<file path="config.mk">
export PLATFORM = sky130hd
export DESIGN_NAME = voice_scheduler_flat
export DESIGN_NICKNAME = d
export VERILOG_FILES = /design/src/rtl/voice_scheduler_if.sv /design/src/rtl/voice_scheduler.sv /design/src/flat_wrapper.sv
export SDC_FILE = /design/constraint.sdc
export NUM_CORES = 1
export LEC_CHECK = 0
export CORE_AREA = 5 5 167 169
export CTS_BUF_LIST = sky130_fd_sc_hd__clkbuf_2 sky130_fd_sc_hd__clkbuf_4 sky130_fd_sc_hd__clkbuf_8
export DETAILED_ROUTE_END_ITERATION = 10
export DIE_AREA = 0 0 172 174
export PLACE_DENSITY = 0.76
export SLEW_MARGIN = 10
export SYNTH_ARGS = -nofsm -noshare
export SYNTH_HDL_FRONTEND = slang
export SYNTH_HIERARCHICAL = 1
export SYNTH_SLANG_ARGS = --single-unit
</file>
<file path="constraint.sdc">
create_clock -name clk_in -period 3.5 [get_ports clk_in]
set_input_delay 0.7 -clock clk_in [delete_from_list [all_inputs] [get_ports clk_in]]
set_output_delay 0.7 -clock clk_in [all_outputs]
set_load 0.01 [all_outputs]
</file>
<file path="src/rtl/voice_scheduler_if.sv">
// Signal bundle between the voice scheduler, the note decoder, the sine BRAM and the PWM stage.
// master = scheduler side, slave = surrounding logic.
interface voice_scheduler_if #(
    parameter int NUM_VOICES   = 4,
    parameter int PHASE_WIDTH  = 32,
    parameter int ADDR_WIDTH   = 8,
    parameter int SAMPLE_WIDTH = 8,
    parameter int MIX_WIDTH    = SAMPLE_WIDTH + $clog2(NUM_VOICES)
);
    logic [NUM_VOICES-1:0]             voice_en_in;
    logic [NUM_VOICES*PHASE_WIDTH-1:0] phase_incr_in;
    logic [ADDR_WIDTH-1:0]             bram_addr_out;
    logic [SAMPLE_WIDTH-1:0]           bram_data_in;
    logic [MIX_WIDTH-1:0]              mix_out;
    logic                              mix_valid_out;

    modport master (
        input  voice_en_in, phase_incr_in, bram_data_in,
        output bram_addr_out, mix_out, mix_valid_out
    );

    modport slave (
        output voice_en_in, phase_incr_in, bram_data_in,
        input  bram_addr_out, mix_out, mix_valid_out
    );
endinterface

</file>
<file path="src/rtl/voice_scheduler.sv">
// Time-shares one sine-BRAM read port across NUM_VOICES phase accumulators and
// sums the returned samples into one mixed sample per sample tick.

module voice_phase #(
    parameter int PHASE_WIDTH = 32
) (
    input  logic                   clk_in,
    input  logic                   rst_n_in,
    input  logic                   issue,
    input  logic                   en,
    input  logic [PHASE_WIDTH-1:0] incr,
    output logic [PHASE_WIDTH-1:0] phase
);
    // A disabled voice parks at phase 0 so re-enabling restarts the waveform.
    always_ff @(posedge clk_in or negedge rst_n_in) begin
        if (!rst_n_in)  phase <= '0;
        else if (issue) phase <= en ? phase + incr : '0;
    end
endmodule

module voice_scheduler #(
    parameter int NUM_VOICES    = 4,
    parameter int PHASE_WIDTH   = 32,
    parameter int ADDR_WIDTH    = 8,
    parameter int SAMPLE_WIDTH  = 8,
    parameter int BRAM_LATENCY  = 2,
    parameter int SAMPLE_PERIOD = 2268,
    parameter int MIX_WIDTH     = SAMPLE_WIDTH + $clog2(NUM_VOICES)
) (
    input  logic              clk_in,
    input  logic              rst_n_in,
    voice_scheduler_if.master bus
);
    localparam int VIDX_W = (NUM_VOICES > 1) ? $clog2(NUM_VOICES) : 1;
    localparam int CNT_W  = $clog2(SAMPLE_PERIOD);
    localparam int LAT    = BRAM_LATENCY;
    localparam logic [MIX_WIDTH-1:0] MID     = MIX_WIDTH'(2 ** (SAMPLE_WIDTH - 1));
    localparam logic [MIX_WIDTH-1:0] RST_MIX = MIX_WIDTH'(NUM_VOICES * (2 ** (SAMPLE_WIDTH - 1)));

    typedef enum logic [1:0] {IDLE, ISSUE, DRAIN, DONE} state_t;

    state_t                                 state, nstate;
    logic [CNT_W-1:0]                       cnt;
    logic                                   tick;
    logic [VIDX_W-1:0]                      vidx, issue_idx;
    logic                                   issue, acc_clr, mix_valid;
    logic [NUM_VOICES-1:0]                  issue_sel;
    logic [NUM_VOICES-1:0][PHASE_WIDTH-1:0] incr, phase;
    logic [ADDR_WIDTH-1:0]                  addr;
    logic [LAT:0]                           vld_pipe, en_pipe, last_pipe;
    logic [MIX_WIDTH-1:0]                   acc, acc_next, exit_term, mix;
    logic                                   exit_vld, exit_last;

    assign incr = bus.phase_incr_in;

    // Free-running sample-rate counter; never stalled by the frame.
    always_ff @(posedge clk_in or negedge rst_n_in) begin
        if (!rst_n_in) cnt <= '0;
        else           cnt <= tick ? '0 : cnt + 1'b1;
    end
    assign tick = (cnt == CNT_W'(SAMPLE_PERIOD - 1));

    for (genvar v = 0; v < NUM_VOICES; v++) begin : g_voice
        voice_phase #(.PHASE_WIDTH(PHASE_WIDTH)) u_phase (
            .clk_in   (clk_in),
            .rst_n_in (rst_n_in),
            .issue    (issue_sel[v]),
            .en       (bus.voice_en_in[v]),
            .incr     (incr[v]),
            .phase    (phase[v])
        );
    end

    always_ff @(posedge clk_in or negedge rst_n_in) begin
        if (!rst_n_in) state <= IDLE;
        else           state <= nstate;
    end

    always_comb begin
        nstate = state;
        case (state)
            IDLE:  if (tick) nstate = (NUM_VOICES == 1) ? DRAIN : ISSUE;
            ISSUE: if (vidx == VIDX_W'(NUM_VOICES - 1)) nstate = DRAIN;
            DRAIN: if (exit_last) nstate = DONE;
            DONE:  nstate = IDLE;
            default: nstate = IDLE;
        endcase
    end

    // Voice 0 is issued on the tick edge itself so its address is visible in T+1;
    // ISSUE then covers voices 1..NUM_VOICES-1.
    always_comb begin
        issue     = (state == IDLE && tick) || (state == ISSUE);
        issue_idx = (state == ISSUE) ? vidx : '0;
        acc_clr   = (state == IDLE && tick);
        mix_valid = (state == DONE);
        issue_sel = '0;
        if (issue) issue_sel[issue_idx] = 1'b1;
    end

    // Tag stage k lines up with the address issued k cycles earlier; stage LAT meets its data.
    assign exit_vld  = vld_pipe[LAT];
    assign exit_last = vld_pipe[LAT] & last_pipe[LAT];
    assign exit_term = en_pipe[LAT] ? MIX_WIDTH'(bus.bram_data_in) : MID;
    assign acc_next  = acc + exit_term;

    always_ff @(posedge clk_in or negedge rst_n_in) begin
        if (!rst_n_in) begin
            vidx      <= '0;
            addr      <= '0;
            vld_pipe  <= '0;
            en_pipe   <= '0;
            last_pipe <= '0;
            acc       <= '0;
            mix       <= RST_MIX;
        end else begin
            if (issue) begin
                vidx <= issue_idx + VIDX_W'(1);
                addr <= phase[issue_idx][PHASE_WIDTH-1 -: ADDR_WIDTH];
            end
            vld_pipe  <= {vld_pipe[LAT-1:0],  issue};
            en_pipe   <= {en_pipe[LAT-1:0],   issue & bus.voice_en_in[issue_idx]};
            last_pipe <= {last_pipe[LAT-1:0], issue && (issue_idx == VIDX_W'(NUM_VOICES - 1))};
            if (acc_clr)       acc <= '0;
            else if (exit_vld) acc <= acc_next;
            // The final sample is folded straight into mix so it lands with the DONE pulse.
            if (exit_last) mix <= acc_next;
        end
    end

    assign bus.bram_addr_out = addr;
    assign bus.mix_out       = mix;
    assign bus.mix_valid_out = mix_valid;
endmodule

</file>
<file path="src/flat_wrapper.sv">
// flat-port wrapper written by rule: the top's interface ports become plain ports
module voice_scheduler_flat 
#(
    parameter int NUM_VOICES    = 4,
    parameter int PHASE_WIDTH   = 32,
    parameter int ADDR_WIDTH    = 8,
    parameter int SAMPLE_WIDTH  = 8,
    parameter int BRAM_LATENCY  = 2,
    parameter int SAMPLE_PERIOD = 2268,
    parameter int MIX_WIDTH     = SAMPLE_WIDTH + $clog2(NUM_VOICES)
)
  (clk_in, rst_n_in, bus_voice_en_in, bus_phase_incr_in, bus_bram_data_in, bus_bram_addr_out, bus_mix_out, bus_mix_valid_out);
  voice_scheduler_if #(.NUM_VOICES(NUM_VOICES), .PHASE_WIDTH(PHASE_WIDTH), .ADDR_WIDTH(ADDR_WIDTH), .SAMPLE_WIDTH(SAMPLE_WIDTH), .MIX_WIDTH(MIX_WIDTH)) bus_i ();
  input  logic clk_in;
  input  logic rst_n_in;
  input wire logic [$bits(bus_i.voice_en_in)-1:0] bus_voice_en_in;
  input wire logic [$bits(bus_i.phase_incr_in)-1:0] bus_phase_incr_in;
  input wire logic [$bits(bus_i.bram_data_in)-1:0] bus_bram_data_in;
  output wire logic [$bits(bus_i.bram_addr_out)-1:0] bus_bram_addr_out;
  output wire logic [$bits(bus_i.mix_out)-1:0] bus_mix_out;
  output wire logic [$bits(bus_i.mix_valid_out)-1:0] bus_mix_valid_out;
  assign bus_i.voice_en_in = bus_voice_en_in;
  assign bus_i.phase_incr_in = bus_phase_incr_in;
  assign bus_i.bram_data_in = bus_bram_data_in;
  assign bus_bram_addr_out = bus_i.bram_addr_out;
  assign bus_mix_out = bus_i.mix_out;
  assign bus_mix_valid_out = bus_i.mix_valid_out;
  voice_scheduler #(.NUM_VOICES(NUM_VOICES), .PHASE_WIDTH(PHASE_WIDTH), .ADDR_WIDTH(ADDR_WIDTH), .SAMPLE_WIDTH(SAMPLE_WIDTH), .BRAM_LATENCY(BRAM_LATENCY), .SAMPLE_PERIOD(SAMPLE_PERIOD), .MIX_WIDTH(MIX_WIDTH)) u_core (.clk_in(clk_in), .rst_n_in(rst_n_in), .bus(bus_i));
endmodule
</file>
# Word-level counts from Yosys, hierarchy flattened
# Cells that the tools add are included.
[op_classes] add_sub_neg=7 magnitude_cmp=2 eq_ne=9 muxes=20 n_bitwise=2 reduce_logical=7
[ops] cell="32-bit two-way mux" n=5
[ops] cell="32-bit adder" n=4
[ops] cell="32-bit binary-select mux with 2-bit select" n=1
[ops] cell="10-bit two-way mux" n=2
[ops] cell="12-bit by 1-bit adder with 12-bit output, second input constant" n=1
[ops] cell="12-bit equality test, second input constant" n=1
[ops] cell="12-bit two-way mux" n=1
[ops] cell="10-bit adder" n=1
[ops] cell="2-bit equality test, second input constant" n=4
[ops] cell="2-bit two-way mux" n=4
[ops] cell="8-bit two-way mux" n=1
[ops] cell="2-bit one-hot mux with 4 select lines" n=1
[ops] cell="2-bit by 1-bit inequality test with 1-bit output, second input constant" n=3
[ops] cell="4-bit two-way mux" n=1
[ops] cell="1-bit logical AND" n=3
[ops] cell="2-bit by 3-bit < comparator with 1-bit output, second input constant" n=1
[ops] cell="3-bit AND reduction" n=1
[ops] cell="2-bit by 1-bit adder with 2-bit output, second input constant" n=1
[ops] cell="1-bit AND" n=2
[ops] cell="1-bit binary-select mux with 2-bit select" n=1
[ops] cell="1-bit demux with 2-bit select" n=1
[ops] cell="2-bit by 1-bit equality test with 1-bit output, second input constant" n=1
[ops] cell="2-bit by 1-bit >= comparator with 1-bit output, second input constant" n=1
[ops] cell="2-bit logical NOT" n=1
[ops] cell="3 further kinds" n=4
[word_totals] reg_bits=181 input_bits=142 elab_cells=60

# Logic depth before layout (Yosys ltp)
# Gate-level depths: netlist of the first run.
[depth] ltp_word=7 ltp_mapped=12 ltp_nobuf=12

# Hierarchy
# The synthesis of the first run kept the hierarchy.
[modules_own_cells] mod="voice_phase at u_core.g_voice[0].u_phase ..." instances=3 cells_per_inst=298 area_each_um2=2736.4 seq_area_each_um2=800.8
[modules_own_cells] mod="voice_scheduler" instances=1 cells_per_inst=285 area_each_um2=2870.3 seq_area_each_um2=1327.5
[modules_own_cells] mod="voice_phase at u_core.g_voice[3].u_phase" instances=1 cells_per_inst=327 area_each_um2=2867.8 seq_area_each_um2=800.8

# Least setup slack after synthesis of the first run
# Ideal clock, no wire load.
[synth_timing] kind="input to register" startpoint="input bus_phase_incr_in[0]" endpoint="register u_core.g_voice[0].u_phase.phase[28]" arrival_ns=2.899 t_required_ns=3.369 path_slack_ns=0.469 path_stages=12 path_buffers=0 cell_sequence="ha_1 -> inv_1 -> fa_1 -> nand2b_1 -> a21oi_2 -> o211a_1 -> o2111ai_2 -> nand4_1 -> nand2_2 -> o21a_4 -> o2111ai_1 -> or3b_1"
[synth_between] elab_chain_cells=2
[synth_lines] element="start, declared" line="flat_wrapper.sv:17" rtl="input wire logic [$bits(bus_i.phase_incr_in)-1:0] bus_phase_incr_in;"
[synth_lines] element="32-bit adder" line="voice_scheduler.sv:17" rtl="else if (issue) phase <= en ? phase + incr : '0;"
[synth_lines] element="32-bit two-way mux" line="voice_scheduler.sv:17"
[synth_lines] element="end signal, assigned" line="voice_scheduler.sv:17"
[synth_lines] element="end, declared" line="voice_scheduler.sv:12" rtl="output logic [PHASE_WIDTH-1:0] phase"
# No other way between the ends.
# A chain may end at the register's enable or synchronous reset.

# Final worst setup path of the first run
[layout_timing] startpoint="register u_core.state[1]" endpoint="register u_core.g_voice[1].u_phase.phase[28]"
[layout_between] elab_chain_cells=7 elab_cells_between_ends=11 classes_between="order compare: 2; eq/ne: 1; mux: 4; reduce/logical: 4"
[layout_lines] element="start, declared" line="voice_scheduler.sv:42" rtl="state_t state, nstate;"
[layout_lines] element="start signal, assigned" line="voice_scheduler.sv:76" rtl="else state <= nstate;"
[layout_lines] element="2-bit by 1-bit equality test with 1-bit output" line="voice_scheduler.sv:93, voice_scheduler.sv:94"
[layout_lines] element="2-bit two-way mux" line="voice_scheduler.sv:94" rtl="issue_idx = (state == ISSUE) ? vidx : '0;"
[layout_lines] element="2-bit by 3-bit < comparator with 1-bit output (not written as such) or 2-bit by 1-bit >= comparator with 1-bit output (tied branches)" line="voice_scheduler.sv:98" rtl="if (issue) issue_sel[issue_idx] = 1'b1;"
[layout_lines] element="1-bit logical AND (not written as such)" line="voice_scheduler.sv:98"
[layout_lines] element="1-bit two-way mux (not written as such)" line="voice_scheduler.sv:98"
[layout_lines] element="1-bit demux with 2-bit select"
[layout_lines] element="4-bit two-way mux (*)" line="voice_scheduler.sv:98"
[layout_lines] element="named net u_core.issue_sel[1]" line="voice_scheduler.sv:47" rtl="logic [NUM_VOICES-1:0] issue_sel;"
[layout_lines] element="end signal, assigned" line="voice_scheduler.sv:17"
[layout_lines] element="end, declared" line="voice_scheduler.sv:12"
# Mark *: on every way through the listed nets, which the timed path passes. The rest lies on a longest branch.

==> summary.txt, run 1 <==
STA
  – Fin crit share: 90.31%
  – Final hold violations: 0
  – Endpoints failing setup: 0
  – Setup Skew: 0.02417 ns
  – Max Clock Freq: 0.3164 GHz
  – Worst setup margin: 0.3393 ns
  – Slew HR: 58.37%
  – Final Critical Period: 3.161 ns
  – Unrepaired setup endpoints after global routing: no
  – Slew Limit Fails: 0
  – Slew @ Worst Pin: 0.6238 ns

Yosys
  – Seq/Total Area, Yosys: 32.48%
  – Top cells by area, synth: dfrtp_1 (32%), ha_1 (13%), a22o_1 (5.2%)
  – Netlist cell types: 93
  – Synthesized cell area: 13950 µm²
  – EDFF count, synth: 0
  – Mapped Nets: 1794
  – Synth top cells by count: dfrtp_1 (180), ha_1 (141), a21oi_1 (133)
  – Register bit total from synthesis: 181
  – Count leader, synth: dfrtp_1
  – Synth top area share: 32.30%
  – Top cell type by total area after synthesis: dfrtp_1
  – Mapped Cells: 1506
  – YS warnings: 6
  – Post-synth top flop: dfrtp_1
  – Synth Area per Inst: 9.261 µm²
  – Post-synth ARST share: 100.0%

Floorplanning
  – I/O pins: 161
  – DIE AREA: 29930 µm²
  – Die Span X: 172 µm
  – Core area: 26430 µm²
  – Initial Utilization: 52.78%
  – Die outline height: 174 µm
  – FP Rows: 60

Clock tree
  – Clk slew on worst S/H paths: 0.12 ns
  – CTS H-Tree Depth: 4
  – PostCTS Resize Cnt: 0
  – TritonCTS clock tree: built
  – CTS max path bufs: 2
  – CTS Buf Count: 17
  – CTS root buffer: clkbuf_8
  – Clock Sinks: 181
  – Hold buffer count at CTS: 0
  – Clk_lat worst skew: 0.48 ns
  – Setup Buffers After CTS: 0

Global routing
  – Global-route wire length before repair: 58.15 mm
  – Pin count of the biggest net entering global routing: 65
  – Initial antenna violation count: 1
  – Total gr overflow: 0
  – Total GRT Usage: 23.26%
  – Vias in the first global route: 12130

Place
  – Placed insts: 2021
  – GP Congestion: 0.9184
  – Placed inst area: 16230 µm²
  – Post-DP HPWL: 27.19 mm
  – Place WS: -0.05649 ns
  – Port buffer count: 160

Worst setup path
  – CP max FO: 17
  – Worst setup SP type: register
  – Crit path required time: 3.86 ns
  – CP arrival: 3.52 ns
  – Critical setup path kind: register to register
  – Element type at the critical path end: register

Power and ir drop
  – Internal power: 3.268 mW
  – NetSw: 1.532 mW
  – Comb pwr share: 25.2%
  – Lkg Pwr: 7.676 nW
  – Sw frac: 31.92%
  – VDD IR-drop max: 192.5 µV
  – Clock network power share: 29.6%
  – PwrDens: 289.1 nW/µm²
  – Share of power burned in registers: 45.2%

Cells and area
  – Area Overhead vs Synth: 19.04%
  – Design area: 16600 µm²
  – Fin cells: 2054
  – Fillers: 2300
  – Post-layout nets: 1987
  – Share of cells above drive strength 1: 9.930%
  – Final Core Density: 62.83%

Route
  – DRT met1 WL: 16.44 mm
  – DRC: 0
  – Post-detailed-route count of antenna-violating nets: 0
  – Pre-antenna DRT Iters: 5
  – Met3 routed WL: 1.133 mm
  – Detailed-route via count: 12260
  – Routed len/inst: 17.16 µm
  – Final WL: 35.26 mm
  – Met2 routed WL: 16.99 mm
  – DRT iter0 DRCs: 674
  – Vias per inst: 5.970
  – Max layer used: met4

Worst hold path
  – Hold Path Class: input pin to asynchronous set/reset pin

Run status
  – Status: completed

Run
  – # Max-Cap Violations: 0
[per-stage QoR]
step                      power, mW  TNS (ns)  hold slack [ns]
after global routing          5.060         0          0.09619
after global placement        3.382         0           0.3332
after detailed placement      3.406   -0.3201           0.3355
final                         4.800         0           0.1069
after CTS                     4.844         0          0.09157
after floorplan               2.978         0           0.3312
[cells by family after synthesis]
logic type	count (synthesis)	share of synthesized area [%]
adder cells (fa/ha/maj)	146	13.37
multiplexers	20	1.597
XOR/XNOR	108	6.782
AO/OA/AOI/OAI	544	27.85
flip-flops	181	32.48
buffers and inverters	123	4.082
AND/OR/NAND/NOR	384	13.84
[routing by layer]
layer / vias to the layer above / GRT usage, %
li1: 6024 / -
met1: 5959 / 32.01
met2: 241 / 38.45
met3: 39 / 3.275
met4: 0 / 6.191
met5: - / 0
[cells in the final DEF (no fill, tap or decap), types with 7 or more instances in the layout]
cell type / synthesis / layout
o21ai_0: 83 / 83
o211a_1: 7 / 7
or3_1: 11 / 11
clkdlybuf4s50_1: 0 / 159
a21o_1: 46 / 46
clkbuf_8: 0 / 17
nand2_1: 121 / 121
xnor2_1: 69 / 69
a22o_1: 83 / 83
mux2_2: 14 / 14
a31oi_1: 8 / 8
nand3_1: 46 / 46
buf_4: 3 / 75
a211oi_1: 24 / 24
nand2b_1: 16 / 16
nand4_1: 26 / 26
a21oi_1: 133 / 132
o21ai_1: 12 / 12
o21a_1: 17 / 17
xor2_1: 39 / 39
ha_1: 141 / 141
dfrtp_1: 180 / 180
nor2_1: 64 / 64
nor3_1: 18 / 18
and2_1: 11 / 11
o31ai_1: 9 / 9
o21bai_1: 16 / 16
a32o_1: 10 / 10
inv_1: 57 / 57
nor2b_1: 19 / 19
o211ai_1: 11 / 11
a211o_1: 8 / 8
o2bb2ai_1: 12 / 12
[flip-flops by register name (all words and copies together) (netlist names)]
register and cells:
u_core/vld_pipe 3, u_core/state 2, u_core/last_pipe 3, u_core/en_pipe 3, u_core/bus.bram_addr_out 8, u_core/g_voice.u_phase/phase 128, u_core/bus.mix_out 10, u_core/cnt 12
u_core/vidx 2, u_core/acc 10
[power by group through the flow]
| stage | logic, mW | registers, mW | clock network (mW) |
|---|---|---|---|
| after global routing | 1.33 | 2.18 | 1.55 |
| after floorplan | 0.778 | 2.20 | 0 |
| after CTS | 1.20 | 2.17 | 1.47 |
| after global placement | 1.17 | 2.21 | 0 |
| final | 1.21 | 2.17 | 1.42 |
| after detailed placement | 1.20 | 2.21 | 0 |
[final cells by class]
class | count | area, µm² | share of cell area (%)
flip-flops and latches | 181 | 4531 | 27.29
multi-input cells | 1202 | 8851 | 53.31
diodes | 1 | 2.502 | 0.01507
clock inverters | 14 | 132.6 | 0.7989
clock buffers | 18 | 241.5 | 1.455
repair buffers | 236 | 2186 | 13.17
inverters | 61 | 231.5 | 1.394
well taps | 341 | 426.7 | 2.570
[worst max-delay path, stage by stage (launching register included)]
cell       delay [ns]
dfrtp_1          0.42
inv_1            0.08
ha_1             0.26
nand2_1          0.08
buf_4            0.20
clkinv_1         0.31
ha_1             0.29
nor2b_1          0.14
inv_1            0.45
nor2_2           0.10
buf_4            0.23
o2111ai_1        0.10
or3b_1           0.37
[worst paths after layout]
| path | from | to | slack (ns) | cells past startpoint |
|---|---|---|---|---|
| hold / removal | rst_n_in | u_core/g_voice[3].u_phase/phase[13]$_DFFE_PN0P_ | 0.11 | 1 |
| hold reg to reg | u_core/en_pipe[1]$_DFF_PN0_ | u_core/en_pipe[2]$_DFF_PN0_ | 0.35 | 0 |
| setup / recovery | u_core/state[1]$_DFFE_PN0P_ | u_core/g_voice[1].u_phase/phase[28]$_DFFE_PN0P_ | 0.34 | 12 |
| setup reg to reg | u_core/state[1]$_DFFE_PN0P_ | u_core/g_voice[1].u_phase/phase[28]$_DFFE_PN0P_ | 0.34 | 12 |
| min in group clk_in | u_core/en_pipe[1]$_DFF_PN0_ | u_core/en_pipe[2]$_DFF_PN0_ | 0.35 | 0 |
| max in group asynchronous | rst_n_in | u_core/bus.bram_addr_out[5]$_DFFE_PN0P_ | 2.40 | 3 |
Power figures use the tool's default switching activity.
==> run 2, diff against run 1 <==
--- a/config.mk
+++ b/config.mk
@@ -5,10 +5,11 @@
 export SDC_FILE = /design/constraint.sdc
 export NUM_CORES = 1
 export LEC_CHECK = 0
-export CORE_AREA = 5 5 167 169
+export CORE_AREA = 2 2 164 166
 export CTS_BUF_LIST = sky130_fd_sc_hd__clkbuf_2 sky130_fd_sc_hd__clkbuf_4 sky130_fd_sc_hd__clkbuf_8
 export DETAILED_ROUTE_END_ITERATION = 10
-export DIE_AREA = 0 0 172 174
+export DIE_AREA = 0 0 166 168
+export GPL_TIMING_DRIVEN = 1
 export PLACE_DENSITY = 0.76
 export SLEW_MARGIN = 10
 export SYNTH_ARGS = -nofsm -noshare
==> run 2 against run 1 <==
Count of clock-buffer cells in the layout down 1; clock power grew 9%; largest power group unchanged; sequential share of layout area fell by 0.13 points; non-clock buffer count up 4; first-iteration DRC count grew 26%.
==> summary.txt, run 2 (same netlist as run 1, synthesis figures left out) <==
Run status
  – Status: completed

Place
  – Place WS: -0.06711 ns (-0.01062 ns)
  – Placed inst area: 16260 µm² (+0.18%)
  – Post-DP HPWL: 26.69 mm (-1.8%)
  – GP Congestion: 0.9218 (+0.37%)
  – Placed insts: 2025 (+0.20%)
  – Port buffer count: 160 (unchanged)

Route
  – Detailed-route via count: 12220 (-0.32%)
  – Pre-antenna DRT Iters: 6 (+1)
  – Routed len/inst: 16.77 µm (-2.3%)
  – Final WL: 34.52 mm (-2.1%)
  – Vias per inst: 5.940 (-0.51%)
  – Post-detailed-route count of antenna-violating nets: 0 (unchanged)
  – DRC: 0 (unchanged)
  – DRT iter0 DRCs: 849 (+26%)

Clock tree
  – Setup Buffers After CTS: 0 (unchanged)
  – Clock Sinks: 181 (unchanged)
  – Clk_lat worst skew: 0.48 ns (about the same)
  – CTS root buffer: clkbuf_8
  – CTS Buf Count: 17 (unchanged)
  – PostCTS Resize Cnt: 0 (unchanged)
  – CTS max path bufs: 2 (unchanged)
  – Clk slew on worst S/H paths: 0.11 ns (about the same)
  – Hold buffer count at CTS: 0 (unchanged)
  – TritonCTS clock tree: built
  – CTS H-Tree Depth: 4 (unchanged)

Floorplanning
  – Core area: 26350 µm² (-0.28%)
  – DIE AREA: 27890 µm² (-6.8%)
  – Die outline height: 168 µm (-3.4%)
  – I/O pins: 161 (unchanged)
  – FP Rows: 60 (unchanged)
  – Die Span X: 166 µm (-3.5%)
  – Initial Utilization: 52.93% (+0.15 points)

Worst hold path
  – Hold Path Class: input pin to asynchronous set/reset pin

STA
  – Final Critical Period: 3.096 ns (-0.06464 ns)
  – Slew HR: 48.73% (-9.6 points)
  – Worst setup margin: 0.4039 ns (+0.06464 ns)
  – Max Clock Freq: 0.3230 GHz (+2.1%)
  – Setup Skew: 0.02753 ns (+0.003358 ns)
  – Final hold violations: 0 (unchanged)
  – Slew Limit Fails: 0 (unchanged)
  – Setup TNS Final: 0 ns (unchanged)
  – Unrepaired setup endpoints after global routing: no
  – Slew @ Worst Pin: 0.7690 ns (+0.1453 ns)
  – Fin crit share: 88.46% (-1.8 points)
  – Endpoints failing setup: 0 (unchanged)
  – Hold_ws: 0.2558 ns (+0.1489 ns)

Global routing
  – Total gr overflow: 0 (unchanged)
  – Pin count of the biggest net entering global routing: 77 (+18%)
  – Total GRT Usage: 24.66% (+1.4 points)
  – Initial antenna violation count: 1 (unchanged)
  – Global-route wire length before repair: 57.62 mm (-0.90%)
  – Vias in the first global route: 12190 (+0.45%)

Worst setup path
  – FF-to-FF End: u_core/g_voice[3].u_phase/phase[26]$_DFFE_PN0P_
  – Internal reg-to-reg setup slack: 0.40 ns (+0.06 ns)
  – Crit path required time: 3.86 ns (about the same)
  – CP arrival: 3.46 ns (-0.06 ns)
  – Element type at the critical path end: register
  – Reg-to-Reg Start: u_core/state[1]$_DFFE_PN0P_
  – Worst setup SP type: register
  – Worst Reg-to-Reg Cells: 11 (-1)
  – Critical setup path kind: register to register
  – CP max FO: 13 (-4)

Power and ir drop
  – VDD IR-drop max: 166.5 µV (-14%)
  – Total chip power: 4.928 mW (+2.7%)
  – Lkg Pwr: 7.716 nW (+0.53%)
  – PwrDens: 295.4 nW/µm² (+2.2%)

Cells and area
  – Most frequent cells in the layout: dfrtp_1 (180), clkdlybuf4s50_1 (159), ha_1 (141)
  – Post-layout nets: 1991 (+0.20%)
  – Final Core Density: 63.30% (+0.48 points)
  – Max FFs per register: 128 (unchanged)
  – Largest regs: u_core/g_voice.u_phase/phase: 128 flops, u_core/cnt: 12 flops
  – Area Overhead vs Synth: 19.60%
  – Top reg by flops: u_core/g_voice.u_phase/phase
  – Design area: 16680 µm² (+0.47%)
  – Share of cells above drive strength 1: 10.14% (+0.21 points)
  – Most common cell after layout, fill and taps aside: dfrtp_1
  – Fin cells: 2058 (+0.19%)

Run
  – # Max-Cap Violations: 0 (unchanged)
[run 2: cell type report]
class,count,area [µm²]
Tap cell,341,426.7
Multi-Input combinational cell,1202,8851
Inverter,61,231.5
Antenna cell,1,2.502
Timing Repair Buffer,240,2216
Sequential cell,181,4531
Fill cell,2176,9669
Clock inverter,15,188.9
Clock buffer,17,234.0
[run 2: worst max-delay path by stage]
stage	startpoint	end	slack, ns
6_report	u_core/state[1]$_DFFE_PN0P_	u_core/g_voice[3].u_phase/phase[26]$_DFFE_PN0P_	0.40
5_1_grt	bus_phase_incr_in[96]	u_core/g_voice[3].u_phase/phase[24]$_DFFE_PN0P_	0.17
4_1_cts	u_core/state[1]$_DFFE_PN0P_	u_core/g_voice[3].u_phase/phase[26]$_DFFE_PN0P_	0.42
3_5_place_dp	bus_phase_incr_in[64]	u_core/g_voice[2].u_phase/phase[28]$_DFFE_PN0P_	-0.07
3_3_place_gp	bus_phase_incr_in[32]	u_core/g_voice[1].u_phase/phase[28]$_DFFE_PN0P_	-0.01
2_1_floorplan	bus_phase_incr_in[0]	u_core/g_voice[0].u_phase/phase[28]$_DFFE_PN0P_	0.47
[run 2: per-layer routing]
metal / vias to the layer above / track usage (%) / share of wire (%)
met5: - / 0 / 0
li1: 6028 / - / -
met3: 50 / 3.197 / 3.4
met1: 5883 / 32.98 / 46
met4: 0 / 7.864 / 2.3
met2: 263 / 41.73 / 48
[run 2: worst max-delay path, stage by stage, from the launching register on]
cell and delay (ns):
dfrtp_1 0.41, inv_1 0.09, ha_1 0.26, nand2_1 0.38, clkinv_1 0.39, ha_1 0.29
nor2b_1 0.12, buf_4 0.22, nand2_1 0.37, nor3_1 0.10, a221oi_1 0.23, nand3_1 0.10
[run 2: where the power goes]
group,internal [mW],switching (mW)
Clock,0.669,0.879
Sequential,2.14,0.0350
Combinational,0.600,0.609
